<file path="src/rtl/fc_pkg.sv">
// Shared types for the fc output path: collector FSM states and frame counter width.
package fc_pkg;
  typedef enum logic {COLLECT = 1'b0, PRESENT = 1'b1} coll_state_t;
  localparam int FRAME_CNT_W = 16;
endpackage

</file>
<file path="src/rtl/fc_argmax_track.sv">
// Running argmax over one frame; the first word loads unconditionally, later words win only if strictly greater.
module fc_argmax_track #(
  parameter int M = 6,
  parameter int T = 8,
  localparam int IW = (M > 1) ? $clog2(M) : 1
) (
  input  logic                clk,
  input  logic                clear,
  input  logic                first,
  input  logic                en,
  input  logic [IW-1:0]       idx,
  input  logic signed [T-1:0] data,
  output logic [IW-1:0]       max_idx,
  output logic signed [T-1:0] max_val
);
  always_ff @(posedge clk) begin
    if (clear) begin
      max_idx <= '0;
      max_val <= '0;
    end else if (en && (first || data > max_val)) begin
      // strict compare keeps the lower index on ties
      max_idx <= idx;
      max_val <= data;
    end
  end
endmodule

</file>
<file path="src/rtl/fc_output_collector.sv">
// Collects M signed words from an fc layer stream into one vector with argmax and hands it off downstream.
module fc_output_collector
  import fc_pkg::*;
#(
  parameter int M = 6,
  parameter int T = 8,
  localparam int IW = (M > 1) ? $clog2(M) : 1
) (
  input  logic                   clk,
  input  logic                   reset,
  input  logic                   in_valid,
  output logic                   in_ready,
  input  logic signed [T-1:0]    in_data,
  output logic                   vec_valid,
  input  logic                   vec_ready,
  output logic [M*T-1:0]         vec_data,
  output logic [IW-1:0]          max_idx,
  output logic signed [T-1:0]    max_val,
  output logic [FRAME_CNT_W-1:0] frame_cnt
);
  coll_state_t           state;
  logic [IW-1:0]         cnt;
  logic [M-1:0][T-1:0]   words_q;
  logic                  accept;
  logic                  last;

  assign in_ready  = (state == COLLECT);
  assign vec_valid = (state == PRESENT);
  assign accept    = in_valid && (state == COLLECT);
  assign last      = (cnt == IW'(M - 1));
  assign vec_data  = words_q;

  always_ff @(posedge clk) begin
    if (!reset) begin
      state     <= COLLECT;
      cnt       <= '0;
      frame_cnt <= '0;
    end else begin
      case (state)
        COLLECT: if (in_valid) begin
          if (last) begin
            cnt   <= '0;
            state <= PRESENT;
          end else begin
            cnt <= cnt + 1'b1;
          end
        end
        PRESENT: if (vec_ready) begin
          state     <= COLLECT;
          frame_cnt <= frame_cnt + 1'b1;
        end
        default: state <= COLLECT;
      endcase
    end
  end

  // one slot register per word; only the slot addressed by cnt captures
  for (genvar i = 0; i < M; i++) begin : g_slot
    always_ff @(posedge clk) begin
      if (!reset)
        words_q[i] <= '0;
      else if (accept && cnt == IW'(i))
        words_q[i] <= in_data;
    end
  end

  fc_argmax_track #(.M(M), .T(T)) u_argmax (
    .clk     (clk),
    .clear   (!reset),
    .first   (cnt == '0),
    .en      (accept),
    .idx     (cnt),
    .data    (in_data),
    .max_idx (max_idx),
    .max_val (max_val)
  );
endmodule

</file>
<file path="config.mk">
export PLATFORM = sky130hd
export DESIGN_NAME = fc_output_collector
export DESIGN_NICKNAME = d
export VERILOG_FILES = /design/src/rtl/fc_pkg.sv /design/src/rtl/fc_argmax_track.sv /design/src/rtl/fc_output_collector.sv
export SDC_FILE = /design/constraint.sdc
export NUM_CORES = 1
export LEC_CHECK = 0
export BUFFER_PORTS_ARGS = -buffer_cell sky130_fd_sc_hd__buf_2
export CORE_ASPECT_RATIO = 2
export CORE_MARGIN = 2
export CORE_UTILIZATION = 45
export DETAILED_ROUTE_END_ITERATION = 10
export PLACE_DENSITY = 0.73
export SYNTH_ARGS = -nofsm -noshare
export SYNTH_HDL_FRONTEND = slang
export SYNTH_SLANG_ARGS = --single-unit
export TNS_END_PERCENT = 30
</file>
<file path="constraint.sdc">
create_clock -name clk -period 1.9 [get_ports clk]
set_input_delay 0.19 -clock clk [delete_from_list [all_inputs] [get_ports clk]]
set_output_delay 0.19 -clock clk [all_outputs]
set_load 0.02 [all_outputs]
</file>
==> impl_metrics.prom, run 1 <==
# TYPE chip_impl_metric gauge
chip_impl_info{name="result_of_the_run",value="finished with violations"} 1
chip_impl_info{name="failed_checks",value="setup timing"} 1
chip_impl_metric{name="setup_violation_total_in_the_final_timing_report",unit=""} 10
chip_impl_metric{name="ir_worst_vdd",unit="mV"} 0.729
chip_impl_metric{name="post-route-drc-count",unit=""} 0
chip_impl_info{name="rsz0062_at_grt",value="yes"} 1
chip_impl_metric{name="crit_path_max_incr_delay",unit="ps"} 350
chip_impl_info{name="maxUsedRoutingLayer",value="met4"} 1
chip_impl_metric{name="worst_hold_path.num_cells",unit=""} 3
chip_impl_metric{name="drt-pass1-iter-count",unit=""} 5
chip_impl_metric{name="final_layout_size_suffix_gt1_share",unit="%"} 30.7
chip_impl_metric{name="worst_r2r_path_depth",unit=""} 8
chip_impl_metric{name="final-max-slew-violation-count",unit=""} 0
chip_impl_metric{name="cp.required",unit="ps"} 2160
chip_impl_metric{name="synthesis_stage_register_bit_count",unit=""} 79
chip_impl_metric{name="area_delta_synth_final",unit="%"} 31.0
chip_impl_metric{name="synth.distinct_cells",unit=""} 40
chip_impl_metric{name="hold_buffers",unit=""} 0
chip_impl_metric{name="drt_wl_total",unit="um"} 8020
chip_impl_metric{name="critical_path_depth",unit=""} 8
chip_impl_metric{name="synth_sequential_area_ratio",unit="%"} 48.2
chip_impl_metric{name="met1_length",unit="um"} 3440
chip_impl_info{name="hold_path_class",value="input pin to flop"} 1
chip_impl_metric{name="p_per_area",unit="nW/um^2"} 951
chip_impl_metric{name="antenna_found_initial",unit=""} 0
chip_impl_metric{name="power.share.combinational",unit="%"} 13.6
chip_impl_info{name="worst_path_max_delay_cell",value="a2111oi_4"} 1
chip_impl_metric{name="setup_total_negative_slack",unit="ps"} -705
chip_impl_metric{name="cellInternalPower",unit="mW"} 3.08
chip_impl_metric{name="clock.fmax",unit="MHz"} 503
chip_impl_metric{name="synthesis_warning_total",unit=""} 0
chip_impl_info{name="crit_chain",value="inv_2, ha_4, a21o_1, a2111oi_4, o211ai_2, a21boi_2, buf_12, mux2i_1"} 1
chip_impl_metric{name="grt_start_max_net_pins",unit=""} 68
chip_impl_metric{name="clkSlewWorstSetupHoldPaths",unit="ps"} 60
chip_impl_metric{name="worstMarginPinSlew",unit="ps"} 460
chip_impl_metric{name="finalInstanceArea",unit="um^2"} 4300
chip_impl_metric{name="static-leakage-power",unit="nW"} 2.08
chip_impl_metric{name="power.share.switching",unit="%"} 24.8
chip_impl_metric{name="clock_power_share",unit="%"} 43.3
chip_impl_metric{name="finalNetCount",unit=""} 490
chip_impl_metric{name="max_clock_buf_depth",unit=""} 2
chip_impl_metric{name="die-area",unit="um^2"} 8030
chip_impl_metric{name="critical_path_peak_fanout",unit=""} 7
chip_impl_metric{name="tritoncts.num_buffers",unit=""} 9
chip_impl_metric{name="numPortBuffers",unit=""} 88
chip_impl_metric{name="max_slew_margin",unit="%"} 69.3
chip_impl_metric{name="worstPathArrival",unit="ps"} 2250
chip_impl_info{name="tritoncts",value="done"} 1
chip_impl_metric{name="synth-async-reset-ratio",unit="%"} 0
chip_impl_metric{name="core_area",unit="um^2"} 7160
chip_impl_metric{name="fillers",unit=""} 629
chip_impl_metric{name="p_sw",unit="mW"} 1.01
chip_impl_metric{name="num_rows",unit=""} 44
chip_impl_metric{name="via_count",unit=""} 2860
chip_impl_metric{name="avgViaCountPerCell",unit=""} 5.06
chip_impl_info{name="setup.worst_path.start_class",value="flop"} 1
chip_impl_metric{name="die-height",unit="um"} 125
chip_impl_metric{name="latest_clock_arrival_within_the_worst_skew_pair",unit="ps"} 340
chip_impl_metric{name="post-place-ws",unit="ps"} -105
chip_impl_metric{name="io-pin-count",unit=""} 89
chip_impl_metric{name="fin_hold_viols",unit=""} 0
chip_impl_metric{name="met3WireLength",unit="um"} 670
chip_impl_metric{name="period_share",unit="%"} 105
chip_impl_metric{name="syn_area",unit="um^2"} 3280
chip_impl_metric{name="grt.overflow.total",unit=""} 0
chip_impl_metric{name="antenna_violating_nets_left",unit=""} 0
chip_impl_metric{name="worst_slack",unit="ps"} -87.0
chip_impl_metric{name="grt.total_usage",unit="%"} 20.8
chip_impl_metric{name="route.met2.wl",unit="um"} 3810
chip_impl_metric{name="antenna-diode-count",unit=""} 0
chip_impl_metric{name="pwr-share-seq",unit="%"} 43.0
chip_impl_metric{name="postSynthCellCount",unit=""} 363
chip_impl_metric{name="grt_pass1_wl",unit="um"} 12800
chip_impl_metric{name="cell_area_after_placement",unit="um^2"} 3990
chip_impl_metric{name="wl_per_cell",unit="um"} 14.2
chip_impl_metric{name="gp_congestion",unit=""} 0.788
chip_impl_info{name="worst_path_dominant_cell_family",value="compound AO/OA/AOI/OAI gates"} 1
chip_impl_metric{name="finalPower",unit="mW"} 4.09
chip_impl_metric{name="drtIter0Drc",unit=""} 179
chip_impl_info{name="timing.setup.critical_path_class",value="flop to flop"} 1
chip_impl_info{name="cts-root-buf",value="clkbuf_16"} 1
chip_impl_metric{name="timing.hold.ws",unit="ps"} 155
chip_impl_metric{name="cts_setup_buffers",unit=""} 0
chip_impl_info{name="worst_setup_end_kind",value="flop"} 1
chip_impl_metric{name="final_clock_skew",unit="ps"} 6.41
chip_impl_metric{name="floorplan.initialDensity",unit="%"} 45.9
chip_impl_metric{name="syn_area_per_cell",unit="um^2"} 9.04
chip_impl_metric{name="synth_enable_flop_cells",unit=""} 0
chip_impl_metric{name="mappedNetlistNets",unit=""} 385
chip_impl_metric{name="die_width",unit="um"} 64.4
chip_impl_metric{name="period_minus_slack",unit="ps"} 1990
chip_impl_metric{name="ctsHtreeMaxLevel",unit=""} 3
chip_impl_metric{name="cap_violations",unit=""} 0
chip_impl_metric{name="cp.buffers_inverters",unit=""} 2
chip_impl_metric{name="number_of_global_route_vias_before_repair",unit=""} 2573
chip_impl_info{name="synth_top_flop_cell",value="dfxtp_1"} 1
chip_impl_metric{name="dp_hpwl",unit="um"} 5640
chip_impl_metric{name="clock_sink_count",unit=""} 79
==> sequential cells by signal (all words and copies together) (netlist names) <==
register          flops
u_argmax.max_val      8
vec_data             48
vec_valid             1
cnt                   3
frame_cnt            16
u_argmax.max_idx      3
==> area by class of cell <==
class                           instances  area, um^2  area share (%)
Clock inverter                          2        36.3           0.844
Tap cell                               92         115            2.68
Inverter                               17        63.8            1.48
Clock buffer                           14         274            6.37
Multi-Input combinational cell        248        1570            36.5
Timing Repair Buffer                  113         653            15.2
Sequential cell                        79        1590            36.9
==> synth_stat cells, types with 2 or more instances <==
cell	number	area share (%)
nand3_1	24	3.7
inv_1	17	1.9
nand4_1	3	0.57
xor2_1	4	1.1
xnor2_1	6	1.6
buf_2	6	0.92
a21oi_1	31	4.7
ha_1	10	3.8
nand2_1	47	5.4
nand2b_1	2	0.38
clkbuf_1	10	1.1
o21ai_0	5	0.76
and2_1	2	0.38
dfxtp_1	79	48
mux2i_1	39	12
nor2_1	46	5.3
or3_1	5	0.95
nor3_1	4	0.61
buf_1	2	0.23
==> worst register-to-register path: stages, from the launching register on <==
cell and delay (ps):
dfxtp_4 340, inv_2 40, ha_4 230, a21o_1 200
a2111oi_4 360, o211ai_2 170, a21boi_2 230, buf_12 160
mux2i_1 180
==> cells by family (layout without fill, tap and decap cells) <==
logic type               Yosys count  count (layout)  synth area share (%)
AO/OA/AOI/OAI                     45              45                  8.62
XOR/XNOR                          10              10                  2.67
adder cells (fa/ha/maj)           10              10                  3.81
buffers and inverters             36             146                  4.58
flip-flops                        79              79                  48.2
multiplexers                      39              39                  11.9
AND/OR/NAND/NOR                  144             144                  20.2
==> power groups by stage <==
stage	Sequential (mW)	Clock [mW]	Combinational [mW]
4_1_cts	1.76	1.80	0.559
3_5_place_dp	1.80	0	0.555
6_report	1.76	1.77	0.556
5_1_grt	1.77	1.85	0.603
2_1_floorplan	1.86	0	0.272
3_3_place_gp	1.79	0	0.546
==> stage by stage <==
stage / std cells / utilization (%)
after detailed placement: 549 / 55.7
after CTS: 565 / 60.0
after global routing: 565 / 60.1
after floorplan: 363 / -
after global placement: 549 / 55.7
final: 565 / 60.1
==> metal layers <==
metal  track usage [%]  vias to the layer above
li1                  -                     1442
met1              25.9                     1309
met2              32.5                      101
met3              8.13                        8
met4              7.13                        0
met5                 0                        -
==> placed cells by master (no fill, tap or decap), types with 5 or more instances in the layout <==
| master | instances |
|---|---|
| a21oi_1 | 29 |
| buf_2 | 88 |
| buf_4 | 23 |
| clkbuf_16 | 9 |
| dfxtp_1 | 76 |
| ha_1 | 9 |
| inv_1 | 15 |
| mux2i_1 | 39 |
| nand2_1 | 47 |
| nand3_1 | 24 |
| nor2_1 | 46 |
| o21ai_0 | 5 |
| or3_1 | 5 |
| xnor2_1 | 6 |
==> what timing repair did <==
| item | in CTS | in global routing |
|---|---|---|
| pin swaps | 1 | 1 |
| gates resized for setup | 0 | 1 |
| setup endpoints to repair | 10 | 11 |
| cloned | 0 | 0 |
==> final timing paths <==
check	slack (ps)	start	to
worst max-delay path	-90	u_argmax.max_val[5]	u_argmax.max_val[1]
worst max register to register	-90	u_argmax.max_val[5]	u_argmax.max_val[1]
worst min register to register	450	vec_data[25]	vec_data[25]
worst min-delay path	160	in_data[0]	vec_data[0]
Power figures use the tool's default switching activity.
==> run 2: changes to the inputs <==
--- a/config.mk
+++ b/config.mk
@@ -11,6 +11,7 @@
 export CORE_UTILIZATION = 45
 export DETAILED_ROUTE_END_ITERATION = 10
 export PLACE_DENSITY = 0.73
+export SETUP_SLACK_MARGIN = 0.5
 export SYNTH_ARGS = -nofsm -noshare
 export SYNTH_HDL_FRONTEND = slang
 export SYNTH_SLANG_ARGS = --single-unit
==> impl_metrics.prom, run 2 (synthesis results as in run 1) <==
# TYPE chip_impl_metric gauge
chip_impl_metric{name="final_clock_skew",unit="ps"} 8.39
chip_impl_metric{name="antenna_violating_nets_left",unit=""} 0
chip_impl_metric{name="grt_pass1_wl",unit="um"} 13000
chip_impl_metric{name="tritoncts.num_buffers",unit=""} 9
chip_impl_info{name="critical_path.reg2reg.endpoint",value="u_argmax.max_idx[2]"} 1
chip_impl_metric{name="multi_input_comb_area",unit="um^2"} 1700
chip_impl_info{name="setup.worst_path.start",value="u_argmax.max_val[5]"} 1
chip_impl_info{name="cts-root-buf",value="clkbuf_16"} 1
chip_impl_metric{name="flip_flop_count_of_the_largest_register_all_copies_and_words_added",unit=""} 48
chip_impl_metric{name="worstMarginPinSlew",unit="ps"} 330
chip_impl_info{name="setup.worst_path.start_class",value="flop"} 1
chip_impl_metric{name="max_slew_margin",unit="%"} 78.0
chip_impl_metric{name="drt_wl_total",unit="um"} 8320
chip_impl_metric{name="worstPathArrival",unit="ps"} 2180
chip_impl_metric{name="clock.fmax",unit="MHz"} 522
chip_impl_metric{name="latest_clock_arrival_within_the_worst_skew_pair",unit="ps"} 330
chip_impl_metric{name="grt_start_max_net_pins",unit=""} 54
chip_impl_metric{name="cell_count_final_fillers_out",unit=""} 574
chip_impl_metric{name="core_area",unit="um^2"} 7160
chip_impl_metric{name="avgViaCountPerCell",unit=""} 5.05
chip_impl_metric{name="period_share",unit="%"} 101
chip_impl_metric{name="gp_congestion",unit=""} 0.870
chip_impl_metric{name="drtIter0Drc",unit=""} 126
chip_impl_metric{name="post-route-drc-count",unit=""} 0
chip_impl_metric{name="final-max-slew-violation-count",unit=""} 0
chip_impl_metric{name="die-area",unit="um^2"} 8030
chip_impl_metric{name="numPortBuffers",unit=""} 88
chip_impl_metric{name="ctsHtreeMaxLevel",unit=""} 3
chip_impl_info{name="crit_path_end",value="u_argmax.max_idx[2]"} 1
chip_impl_metric{name="clock_sink_count",unit=""} 79
chip_impl_info{name="most_common_cell_after_layout_fill_and_taps_aside",value="buf_2"} 1
chip_impl_metric{name="place.detailed.instances",unit=""} 545
chip_impl_metric{name="worst_slack",unit="ps"} -16.5
chip_impl_metric{name="antenna-diode-count",unit=""} 0
chip_impl_metric{name="core_occupancy_in_the_finished_layout",unit="%"} 62.9
chip_impl_metric{name="setup_violation_total_in_the_final_timing_report",unit=""} 3
chip_impl_metric{name="via_count",unit=""} 2901
chip_impl_info{name="failed_checks",value="setup timing"} 1
chip_impl_metric{name="ir_worst_vdd",unit="mV"} 0.573
chip_impl_metric{name="wl_per_cell",unit="um"} 14.5
chip_impl_metric{name="final_layout_size_suffix_gt1_share",unit="%"} 38.0
chip_impl_metric{name="num_rows",unit=""} 44
chip_impl_metric{name="p_per_area",unit="nW/um^2"} 874
chip_impl_info{name="timing.setup.critical_path_class",value="flop to flop"} 1
chip_impl_info{name="tritoncts",value="done"} 1
chip_impl_metric{name="timing.hold.ws",unit="ps"} 156
chip_impl_metric{name="die_width",unit="um"} 64.4
chip_impl_metric{name="number_of_global_route_vias_before_repair",unit=""} 2618
chip_impl_metric{name="finalInstanceArea",unit="um^2"} 4500
chip_impl_metric{name="critical_path_peak_fanout",unit=""} 6
chip_impl_metric{name="finalNetCount",unit=""} 499
chip_impl_metric{name="grt.overflow.total",unit=""} 0
chip_impl_metric{name="drt-pass1-iter-count",unit=""} 5
chip_impl_metric{name="die-height",unit="um"} 125
chip_impl_metric{name="fin_hold_viols",unit=""} 0
chip_impl_metric{name="cell_area_after_placement",unit="um^2"} 3970
chip_impl_metric{name="area_delta_synth_final",unit="%"} 37.2
chip_impl_metric{name="cp.required",unit="ps"} 2160
chip_impl_metric{name="fillers",unit=""} 624
chip_impl_metric{name="period_minus_slack",unit="ps"} 1920
chip_impl_info{name="rsz0062_at_grt",value="yes"} 1
chip_impl_metric{name="clkSlewWorstSetupHoldPaths",unit="ps"} 60
chip_impl_metric{name="io-pin-count",unit=""} 89
chip_impl_metric{name="final-seq-area",unit="um^2"} 1610
chip_impl_metric{name="reg2reg_slack",unit="ps"} -20
chip_impl_info{name="result_of_the_run",value="finished with violations"} 1
chip_impl_info{name="final_cell_mix",value="buf_2, dfxtp_1, nor2_1"} 1
chip_impl_metric{name="cap_violations",unit=""} 0
chip_impl_info{name="worst_setup_end_kind",value="flop"} 1
chip_impl_metric{name="max_clock_buf_depth",unit=""} 2
chip_impl_info{name="hold_path_class",value="input pin to flop"} 1
chip_impl_metric{name="dp_hpwl",unit="um"} 5540
chip_impl_info{name="reg_to_reg_startpoint",value="u_argmax.max_val[5]"} 1
chip_impl_metric{name="worst_r2r_path_depth",unit=""} 8
chip_impl_metric{name="grt.total_usage",unit="%"} 20.9
chip_impl_metric{name="antenna_found_initial",unit=""} 0
chip_impl_metric{name="floorplan.initialDensity",unit="%"} 45.9
chip_impl_metric{name="static-leakage-power",unit="nW"} 2.18
## run 2: changes by cell type in the layout (fill, tap and decap cells not counted), sizes merged
| cell | previous run | this run |
|---|---|---|
| buf | 113 | 122 |
| clkinv | 0 | 4 |
| bufinv | 1 | 0 |
| clkbuf | 14 | 10 |
| inv | 18 | 19 |
## run 2: layout make-up
| type | count | share of cell area (%) |
|---|---|---|
| Timing Repair Buffer | 122 | 16.3 |
| Clock buffer | 10 | 5.31 |
| Tap cell | 92 | 2.56 |
| Sequential cell | 79 | 35.7 |
| Clock inverter | 6 | 0.945 |
| Inverter | 17 | 1.42 |
| Multi-Input combinational cell | 248 | 37.8 |
## run 2: layer usage
layer  wire length (um)  global-route usage [%]  share of wire, %
met5                  0                       0                 0
met4                111                    8.26               1.3
met3                550                    6.59               6.6
met2               3950                    31.1                48
met1               3700                    28.0                44
## run 2: timing repair
| item | 4_1_cts | 5_1_grt |
|---|---|---|
| pin swaps | 13 | 36 |
| resized for setup | 14 | 21 |
| buffers inserted | 1 | 12 |
| hold buffers | 0 | 0 |
| endpoints found under the setup margin | 47 | 52 |
## run 2: per-stage QoR
| stage | setup WS (ps) | total power, mW | TNS (ps) |
|---|---|---|---|
| after global placement | 5.75 | 2.31 | 0 |
| after floorplan | -5.84 | 2.13 | -20.8 |
| after detailed placement | -86.2 | 2.31 | -377 |
| after CTS | -92.0 | 3.93 | -556 |
| final | -16.5 | 3.94 | -21.9 |
| after global routing | -138 | 4.08 | -1040 |
## run 2: worst max-delay path, cell delays in order, from the launching register on
cell and delay (ps):
dfxtp_4 340, inv_2 60, ha_4 190, a21o_1 180, a2111oi_4 360, o211ai_2 160, a21boi_2 210, buf_6 160
mux2i_1 190
## run 2: power by group
part	internal [mW]	total [mW]	switching, mW
Clock	0.925	1.61	0.683
Sequential	1.72	1.77	0.0486
Combinational	0.235	0.562	0.327
Total	2.88	3.94	1.06
## run 2: worst min-delay path by stage
stage | from | to | slack, ps | depth (start not counted)
floorplan | in_data[5] | u_argmax.max_val[5] | 320 | 2
CTS | vec_ready | frame_cnt[1] | 140 | 3
global placement | vec_data[5] | vec_data[5] | 440 | 2
global route | vec_ready | frame_cnt[1] | 190 | 3
finish | vec_ready | frame_cnt[1] | 160 | 3
detailed placement | vec_data[6] | vec_data[6] | 450 | 2
==> run 3: changes to the inputs <==
--- a/config.mk
+++ b/config.mk
@@ -9,6 +9,7 @@
 export CORE_ASPECT_RATIO = 2
 export CORE_MARGIN = 2
 export CORE_UTILIZATION = 45
+export CTS_BUF_LIST = sky130_fd_sc_hd__clkbuf_8
 export DETAILED_ROUTE_END_ITERATION = 10
 export PLACE_DENSITY = 0.73
 export SETUP_SLACK_MARGIN = 0.5
==> impl_metrics.prom, run 3 (synthesis results as in run 1) <==
# TYPE chip_impl_metric gauge
chip_impl_metric{name="dp_hpwl",unit="um"} 5540
chip_impl_metric{name="cell_area_after_placement",unit="um^2"} 3970
chip_impl_metric{name="worstPathArrival",unit="ps"} 2210
chip_impl_metric{name="wl_per_cell",unit="um"} 14.5
chip_impl_metric{name="grt.overflow.total",unit=""} 0
chip_impl_metric{name="cp.required",unit="ps"} 2180
chip_impl_metric{name="die-area",unit="um^2"} 8030
chip_impl_metric{name="ctsHtreeMaxLevel",unit=""} 3
chip_impl_metric{name="antenna_violating_nets_left",unit=""} 0
chip_impl_metric{name="via_count",unit=""} 2910
chip_impl_metric{name="worst_r2r_path_depth",unit=""} 8
chip_impl_info{name="min-delay-start",value="vec_ready"} 1
chip_impl_info{name="holdPathEnd",value="frame_cnt[1]"} 1
chip_impl_metric{name="grt.total_usage",unit="%"} 21.1
chip_impl_info{name="cts-root-buf",value="clkbuf_8"} 1
chip_impl_info{name="worst_setup_end_kind",value="flop"} 1
chip_impl_metric{name="setup_total_negative_slack",unit="ps"} -113
chip_impl_info{name="final_cell_mix",value="buf_2, dfxtp_1, nor2_1"} 1
chip_impl_metric{name="final_clock_skew",unit="ps"} 13.6
chip_impl_metric{name="cell_count_final_fillers_out",unit=""} 574
chip_impl_metric{name="worst_slack",unit="ps"} -31.5
chip_impl_metric{name="number_of_global_route_vias_before_repair",unit=""} 2631
chip_impl_metric{name="p_per_area",unit="nW/um^2"} 786
chip_impl_metric{name="drt_wl_total",unit="um"} 8330
chip_impl_metric{name="ir_worst_vdd",unit="mV"} 0.550
chip_impl_metric{name="flip_flop_count_of_the_largest_register_all_copies_and_words_added",unit=""} 48
chip_impl_metric{name="num_rows",unit=""} 44
chip_impl_metric{name="critical_path_peak_fanout",unit=""} 6
chip_impl_metric{name="core_area",unit="um^2"} 7160
chip_impl_metric{name="worstMarginPinSlew",unit="ps"} 331
chip_impl_metric{name="period_share",unit="%"} 102
chip_impl_info{name="hold_path_class",value="input pin to flop"} 1
chip_impl_metric{name="setup_violation_total_in_the_final_timing_report",unit=""} 7
chip_impl_metric{name="fin_hold_viols",unit=""} 0
chip_impl_metric{name="final-max-slew-violation-count",unit=""} 0
chip_impl_metric{name="floorplan.initialDensity",unit="%"} 45.9
chip_impl_metric{name="fillers",unit=""} 658
chip_impl_info{name="failed_checks",value="setup timing"} 1
chip_impl_metric{name="multi_input_comb_area",unit="um^2"} 1710
chip_impl_info{name="crit_chain",value="inv_2, ha_4, a21o_1, a2111oi_4, o211ai_2, a21boi_2, buf_6, mux2i_1"} 1
chip_impl_metric{name="post-route-drc-count",unit=""} 0
chip_impl_metric{name="antenna_found_initial",unit=""} 0
chip_impl_metric{name="latest_clock_arrival_within_the_worst_skew_pair",unit="ps"} 350
chip_impl_info{name="setup.worst_path.start_class",value="flop"} 1
chip_impl_metric{name="finalInstanceArea",unit="um^2"} 4410
chip_impl_metric{name="worst_hold_path.num_cells",unit=""} 3
chip_impl_metric{name="gp_congestion",unit=""} 0.870
chip_impl_metric{name="clock.fmax",unit="MHz"} 518
chip_impl_metric{name="period_minus_slack",unit="ps"} 1930
chip_impl_metric{name="avgViaCountPerCell",unit=""} 5.07
chip_impl_metric{name="clkSlewWorstSetupHoldPaths",unit="ps"} 90
chip_impl_metric{name="grt_start_max_net_pins",unit=""} 54
chip_impl_metric{name="clock_sink_count",unit=""} 79
chip_impl_metric{name="hold_buffers",unit=""} 0
chip_impl_metric{name="place.detailed.instances",unit=""} 545
chip_impl_metric{name="final_layout_size_suffix_gt1_share",unit="%"} 38.2
chip_impl_metric{name="max_slew_margin",unit="%"} 77.9
chip_impl_metric{name="area_delta_synth_final",unit="%"} 34.4
chip_impl_metric{name="die_width",unit="um"} 64.4
chip_impl_metric{name="final-seq-area",unit="um^2"} 1610
chip_impl_metric{name="reg2reg_slack",unit="ps"} -30
chip_impl_info{name="critical_path.reg2reg.endpoint",value="u_argmax.max_idx[2]"} 1
chip_impl_metric{name="grt_pass1_wl",unit="um"} 13100
chip_impl_metric{name="tritoncts.num_buffers",unit=""} 9
chip_impl_info{name="most_common_cell_after_layout_fill_and_taps_aside",value="buf_2"} 1
chip_impl_info{name="reg_to_reg_startpoint",value="u_argmax.max_val[5]"} 1
chip_impl_info{name="worst_path_max_delay_cell",value="a2111oi_4"} 1
chip_impl_metric{name="antenna-diode-count",unit=""} 0
chip_impl_info{name="tritoncts",value="done"} 1
chip_impl_info{name="timing.setup.critical_path_class",value="flop to flop"} 1
chip_impl_metric{name="die-height",unit="um"} 125
chip_impl_metric{name="max_clock_buf_depth",unit=""} 2
chip_impl_metric{name="timing.hold.ws",unit="ps"} 135
chip_impl_metric{name="finalNetCount",unit=""} 499
chip_impl_metric{name="drt-pass1-iter-count",unit=""} 4
chip_impl_metric{name="static-leakage-power",unit="nW"} 2.14
chip_impl_info{name="result_of_the_run",value="finished with violations"} 1
chip_impl_metric{name="numPortBuffers",unit=""} 88
chip_impl_metric{name="drtIter0Drc",unit=""} 150
chip_impl_metric{name="cap_violations",unit=""} 0
chip_impl_info{name="rsz0062_at_grt",value="yes"} 1
chip_impl_metric{name="crit_path_max_incr_delay",unit="ps"} 360
chip_impl_metric{name="io-pin-count",unit=""} 89
[run 3: critical path, delay by kind of cell, from the launching register on]
family	cells	cell delay (ps)
flops	1	350
fa+ha+maj	1	190
compound gates	4	910
buf+inv	2	220
mux	1	200
[run 3: area by class of cell]
type | count | share of cell area, %
repair buffers | 122 | 16.7
clock buffers | 10 | 3.12
inverters | 17 | 1.45
well taps | 92 | 2.61
multi-input cells | 248 | 38.8
flip-flops and latches | 79 | 36.4
clock inverters | 6 | 0.965
[run 3: per-layer routing]
| metal | wire [um] | vias to the layer above | track usage, % | part of all wire, % |
|---|---|---|---|---|
| met1 | 3610 | 1367 | 27.9 | 43 |
| li1 | - | 1454 | - | - |
| met4 | 76 | 0 | 8.89 | 0.91 |
| met2 | 4120 | 85 | 31.3 | 49 |
| met5 | 0 | - | 0 | 0 |
| met3 | 529 | 4 | 6.87 | 6.3 |
[run 3: report_power, final]
group	total, mW	internal (mW)	switching (mW)
clock network	1.15	0.515	0.632
registers	1.76	1.71	0.0484
logic	0.558	0.232	0.326
[run 3: per-stage QoR]
step,worst slack (ps),utilization [%],power (mW)
6_report,-31.5,61.6,3.47
5_1_grt,-146,61.6,3.62
4_1_cts,-103,59.1,3.48
3_5_place_dp,-86.2,55.4,2.31
3_3_place_gp,5.75,55.4,2.31
2_1_floorplan,-5.84,-,2.13
[run 3: how the worst max path moves through the flow]
stage | slack (ps) | to | start
floorplan | -6 | u_argmax.max_val[4] | u_argmax.max_val[5]
global placement | 6 | u_argmax.max_val[0] | u_argmax.max_val[5]
detailed placement | -90 | u_argmax.max_idx[2] | u_argmax.max_val[5]
CTS | -100 | u_argmax.max_idx[2] | u_argmax.max_val[5]
global route | -150 | u_argmax.max_idx[2] | u_argmax.max_val[5]
finish | -30 | u_argmax.max_idx[2] | u_argmax.max_val[5]
[run 3: timing repair]
item                       in CTS  in global routing
setup endpoints to repair      48                 52
pin swaps                      17                 34
resized for setup              15                 22
setup buffers                   1                 12
